**config.mk**
```make
export PLATFORM = sky130hd
export DESIGN_NAME = mux9x1
export DESIGN_NICKNAME = d
export VERILOG_FILES = /design/src/rtl/mux9x1.sv
export SDC_FILE = /design/constraint.sdc
export NUM_CORES = 1
export LEC_CHECK = 0
export CAP_MARGIN = 20
export CORE_AREA = 2 2 39 41
export DETAILED_ROUTE_END_ITERATION = 10
export DIE_AREA = 0 0 41 43
export DONT_BUFFER_PORTS = 1
export GPL_ROUTABILITY_DRIVEN = 0
export MAX_ROUTING_LAYER = met4
export PLACE_DENSITY = 0.3
export SYNTH_ARGS = -nofsm -noshare
export SYNTH_HDL_FRONTEND = slang
export SYNTH_SLANG_ARGS = --single-unit
```
**constraint.sdc**
```tcl
create_clock -name clk -period 1.85 [get_ports clk]
set_input_delay 0.37 -clock clk [delete_from_list [all_inputs] [get_ports clk]]
set_output_delay 0.37 -clock clk [all_outputs]
set_load 0.02 [all_outputs]
```
**src/rtl/mux9x1.sv**
```systemverilog
// 9:1 single-bit multiplexer with a registered copy of the output and invalid-select monitoring.
// Define MUX9X1_ERRCNT_EN to add the saturating err_cnt counter and its port.
module mux9x1 #(
    parameter int ERRCNT_W = 8
) (
    output logic                out,
    input  logic                i0,
    input  logic                i1,
    input  logic                i2,
    input  logic                i3,
    input  logic                i4,
    input  logic                i5,
    input  logic                i6,
    input  logic                i7,
    input  logic                i8,
    input  logic [3:0]          sel,
    input  logic                clk,
    input  logic                rst,
    output logic                out_q,
    output logic                sel_err,
    output logic                err_sticky
`ifdef MUX9X1_ERRCNT_EN
   ,output logic [ERRCNT_W-1:0] err_cnt
`endif
);

    logic sel_invalid;

    if (ERRCNT_W < 1) begin : g_width_check
        $error("mux9x1: ERRCNT_W must be at least 1");
    end

    // Every code is listed; an unknown select (X/Z) falls to the default and
    // is reported as invalid rather than picking an input.
    always_comb begin
        // NOTE: defaults first so no path through the case leaves a variable unassigned, which would infer a latch.
        out         = 1'b0;
        sel_invalid = 1'b0;
        case (sel)
            4'd0:  out = i0;
            4'd1:  out = i1;
            4'd2:  out = i2;
            4'd3:  out = i3;
            4'd4:  out = i4;
            4'd5:  out = i5;
            4'd6:  out = i6;
            4'd7:  out = i7;
            4'd8:  out = i8;
            4'd9:  sel_invalid = 1'b1;
            4'd10: sel_invalid = 1'b1;
            4'd11: sel_invalid = 1'b1;
            4'd12: sel_invalid = 1'b1;
            4'd13: sel_invalid = 1'b1;
            4'd14: sel_invalid = 1'b1;
            4'd15: sel_invalid = 1'b1;
            default: begin
                out         = 1'b0;
                sel_invalid = 1'b1;
            end
        endcase
    end

    // Reset wins over an invalid select in the same cycle.
    always_ff @(posedge clk) begin
        // NOTE: non-blocking assignments so every register samples pre-edge values regardless of statement order.
        if (rst) begin
            out_q      <= 1'b0;
            sel_err    <= 1'b0;
            err_sticky <= 1'b0;
        end else begin
            out_q   <= out;
            sel_err <= sel_invalid;
            if (sel_invalid) begin
                err_sticky <= 1'b1;
            end
        end
    end

`ifdef MUX9X1_ERRCNT_EN
    // Saturates at all-ones instead of wrapping.
    always_ff @(posedge clk) begin
        if (rst) begin
            err_cnt <= '0;
        end else if (sel_invalid && (err_cnt != {ERRCNT_W{1'b1}})) begin
            err_cnt <= err_cnt + ERRCNT_W'(1);
        end
    end
`endif

endmodule

```
### After elaboration in Yosys (flattened, before gate mapping)

Index checks and enable logic that the tools add are counted.

| operators by class | value |
|---|---|
| mux-type cells | 2 |
| reductions and logical operators | 2 |
| eq/ne operators | 15 |

Operators with widths:

| kind | number |
|---|---|
| 4-bit == test, second input constant | 8 |
| 4-bit by 3-bit == test with 1-bit output, second input constant | 4 |
| 1-bit one-hot mux with 9 select lines | 1 |
| 4-bit by 2-bit == test with 1-bit output, second input constant | 2 |
| 7-bit OR reduction | 1 |
| 4-bit by 1-bit == test with 1-bit output, second input constant | 1 |
| 4-bit logical NOT | 1 |
| 1-bit two-way mux | 1 |

| word-level totals | value |
|---|---|
| output and inout bits | 4 |
| register bits after elaboration | 3 |
| logic and storage cells | 22 |
| bits of input ports | 15 |

### Longest topological paths before layout

| depth | value |
|---|---|
| word-level depth | 3 |
| gate-level depth with buffers | 4 |

### Worst setup path after synthesis

No wires, ideal clock.

| timing path | value |
|---|---|
| kind | input port to output port |
| from | input sel[1] |
| to | output out |
| data required time | 1480 ps |
| slack | 280 ps |
| arrival | 1200 ps |
| buffers on the path | 0 |
| stages on the path | 4 |
| cells stage by stage | and2b_2 a32oi_1 o311ai_1 o22ai_1 |

| on the way | value |
|---|---|
| cells in the longest elaborated chain, start to end | 2 |
| elaborated cells between the ends (all ways) | 10 |

Ends and longest elaborated chain:

| element | line | source |
|---|---|---|
| start: declaration | 16 | `input logic [3:0] sel,` |
| 4-bit == test (tied with other cells) | 39 | `case (sel)` |
| 1-bit one-hot mux with 9 select lines * | 39 |  |
| end: declaration | 6 | `output logic out,` |

Every way passes the cells marked *; elsewhere a longest branch is shown, timed or not.

### Final worst setup path

| timing path | value |
|---|---|
| from | input sel[0] |
| to | output out |

The elaborated chain is that of the path after synthesis.

==> impl_metrics.env <==
export IMPL_status="finished clean"
export IMPL_grt_usage=0.0481
export IMPL_p_leak_nw=0.0968
export IMPL_place_ws_ns=0.163
export IMPL_clock_fmax_ghz=0.592
export IMPL_clock_latency_ns=0.23
export IMPL_fin_hold_ws_ns=0.245
export IMPL_timing_final_crit_share=0.914
export IMPL_skew_ns=0
export IMPL_numPortBuffers=0
export IMPL_wirelength_um=400
export IMPL_ys_types=14
export IMPL_drv_cap=0
export IMPL_ys_async_sr_fraction=0
export IMPL_start_util=0.133
export IMPL_post_cts_resized=0
export IMPL_wl_per_cell_um=10.3
export IMPL_ys_flop_type="dfxtp_1"
export IMPL_worstHoldStart="rst"
export IMPL_cp_required_ns=1.48
export IMPL_synth_seq_cells=3
export IMPL_finalSetupViolCount=0
export IMPL_drc=0
export IMPL_syn_avg_cell_area_sq_um=9.68
export IMPL_ys_seq_area_frac=0.327
export IMPL_yosysWarningCount=0
export IMPL_cts_root_buffer="clkbuf_4"
export IMPL_worst_setup_path_start_kind="input pin"
export IMPL_antenna_found_initial=0
export IMPL_hold_path_class="in -> reg"
export IMPL_die_w_um=41
export IMPL_htree_levels=1
export IMPL_synth_simple_area_share=0.218
export IMPL_final_nets=39
export IMPL_utilization=0.166
export IMPL_worstSetupStartpoint="sel[0]"
export IMPL_cts_setup_buffers=0
export IMPL_synth_edf_count=0
export IMPL_n_antenna_cell=0
export IMPL_dr_pass1_iters=2
export IMPL_drtIter0Drc=1
export IMPL_crit_fanout=5
export IMPL_antenna_left=0
export IMPL_crit_type="in -> out"
export IMPL_vias=171
export IMPL_max_slew_worst_pin_slew_ns=0.468
export IMPL_min_period_ns=1.69
export IMPL_critPathArrivalTime_ns=1.32
export IMPL_vdd_ir_drop_max_mv=0.115
export IMPL_synth_commonest_cells="dfxtp_1, mux2i_1, or3_1"
export IMPL_die_height_um=43
export IMPL_viasPerCell=4.38
export IMPL_cts_buffers=3
export IMPL_clkSinkCount=3
export IMPL_synth_area_leaders="dfxtp_1, mux2i_1, or3_1"
export IMPL_pin_count=19
export IMPL_core_area_sq_um=1380
export IMPL_tns_ns=0
export IMPL_yosys_area_top_type="dfxtp_1"
export IMPL_synth_xor_area_frac=0
export IMPL_overflow=0
export IMPL_cts_path_max_buffers=2
export IMPL_grt_pass1_vias=173
export IMPL_synth_top_family_by_area="multiplexers"
export IMPL_synth_compound_area_share=0.211
export IMPL_layout_drive_gt1_share=0.261
export IMPL_r2r_start="err_sticky"
export IMPL_grt_pass1_wl_um=503
export IMPL_cts_tree="done"
export IMPL_synthAdderAreaFrac=0
export IMPL_setup_ws_ns=0.160
export IMPL_endpoint_kind="primary output"
export IMPL_syn_num_nets=34
export IMPL_rows=14
export IMPL_hold_viol_final=0
export IMPL_powerDensity_nw_per_um2=932
export IMPL_syn2layout_area_growth_pct=25.2
export IMPL_dpl_hpwl_um=330
export IMPL_slew_headroom=0.692
export IMPL_synthMuxAreaShare=0.224
export IMPL_rsz0062_at_grt="no"
export IMPL_synth_top_area_frac=0.327
export IMPL_dieArea_sq_um=1760
export IMPL_clk_pin_slew_ns=0.04
export IMPL_syn_area_sq_um=184
export IMPL_hold_buffers=0
export IMPL_grt_start_max_net_pins=6
export IMPL_drv_slew=0
export IMPL_syn_inst=19
==> final timing paths <==
path | endpoint | slack [ns] | cells past startpoint
min | out_q | 0.24 | 1
max | out | 0.16 | 3
max reg2reg | err_sticky | 1.20 | 1
min reg2reg | err_sticky | 0.59 | 1
==> state kept, by name, summed over array words and instances, names as in the netlist <==
name	flops
out_q	1
sel_err	1
err_sticky	1
==> through the flow <==
stage / total power (W) / area (sq um) / cells
2_1_floorplan: 0.000100 / 184 / 19
3_3_place_gp: 0.000103 / 204 / 35
3_5_place_dp: 0.000104 / 204 / 35
4_1_cts: 0.000220 / 230 / 39
5_1_grt: 0.000226 / 230 / 39
6_report: 0.000215 / 230 / 39
==> power breakdown <==
part           internal [W]  switching [W]  total [W]
Clock             0.0000806      0.0000312   0.000112
Combinational     0.0000131      0.0000114  0.0000245
Sequential        0.0000701     0.00000817  0.0000783
==> layout make-up <==
type / instances / area, sq um
Tap cell: 16 / 20.0
Sequential cell: 3 / 60.1
Fill cell: 157 / 1150
Inverter: 1 / 3.75
Multi-Input combinational cell: 15 / 120
Clock buffer: 4 / 26.3
==> critical path: stages <==
cell	delay, ns
mux2_2	0.31
o311ai_1	0.38
o22ai_1	0.26
==> kinds of logic (layout without fill, tap and decap cells) <==
kind of cell           count (synthesis)  after routing
and+or+nand+nor                        6              6
AOI/OAI and AO/OA                      5              5
muxes                                  4              4
DFF                                    3              3
buffers and inverters                  1              5
==> layout by cell type (no fill, tap or decap), drive strengths merged <==
cell,count
o22ai,1
a32oi,1
mux2i,3
and3,1
nand2,1
or3,2
a21o,1
o31ai,1
and2b,1
o311ai,1
nand3b,1
clkbuf,4
dfxtp,3
inv,1
mux2,1
==> metal layers <==
metal | global-route usage | wire [um]
met3 | 0.00524 | 58
met5 | - | 0
met4 | 0.0800 | 0
met2 | 0.0656 | 172
met1 | 0.0411 | 170
No activity file was read; power rests on OpenSTA's default activity.
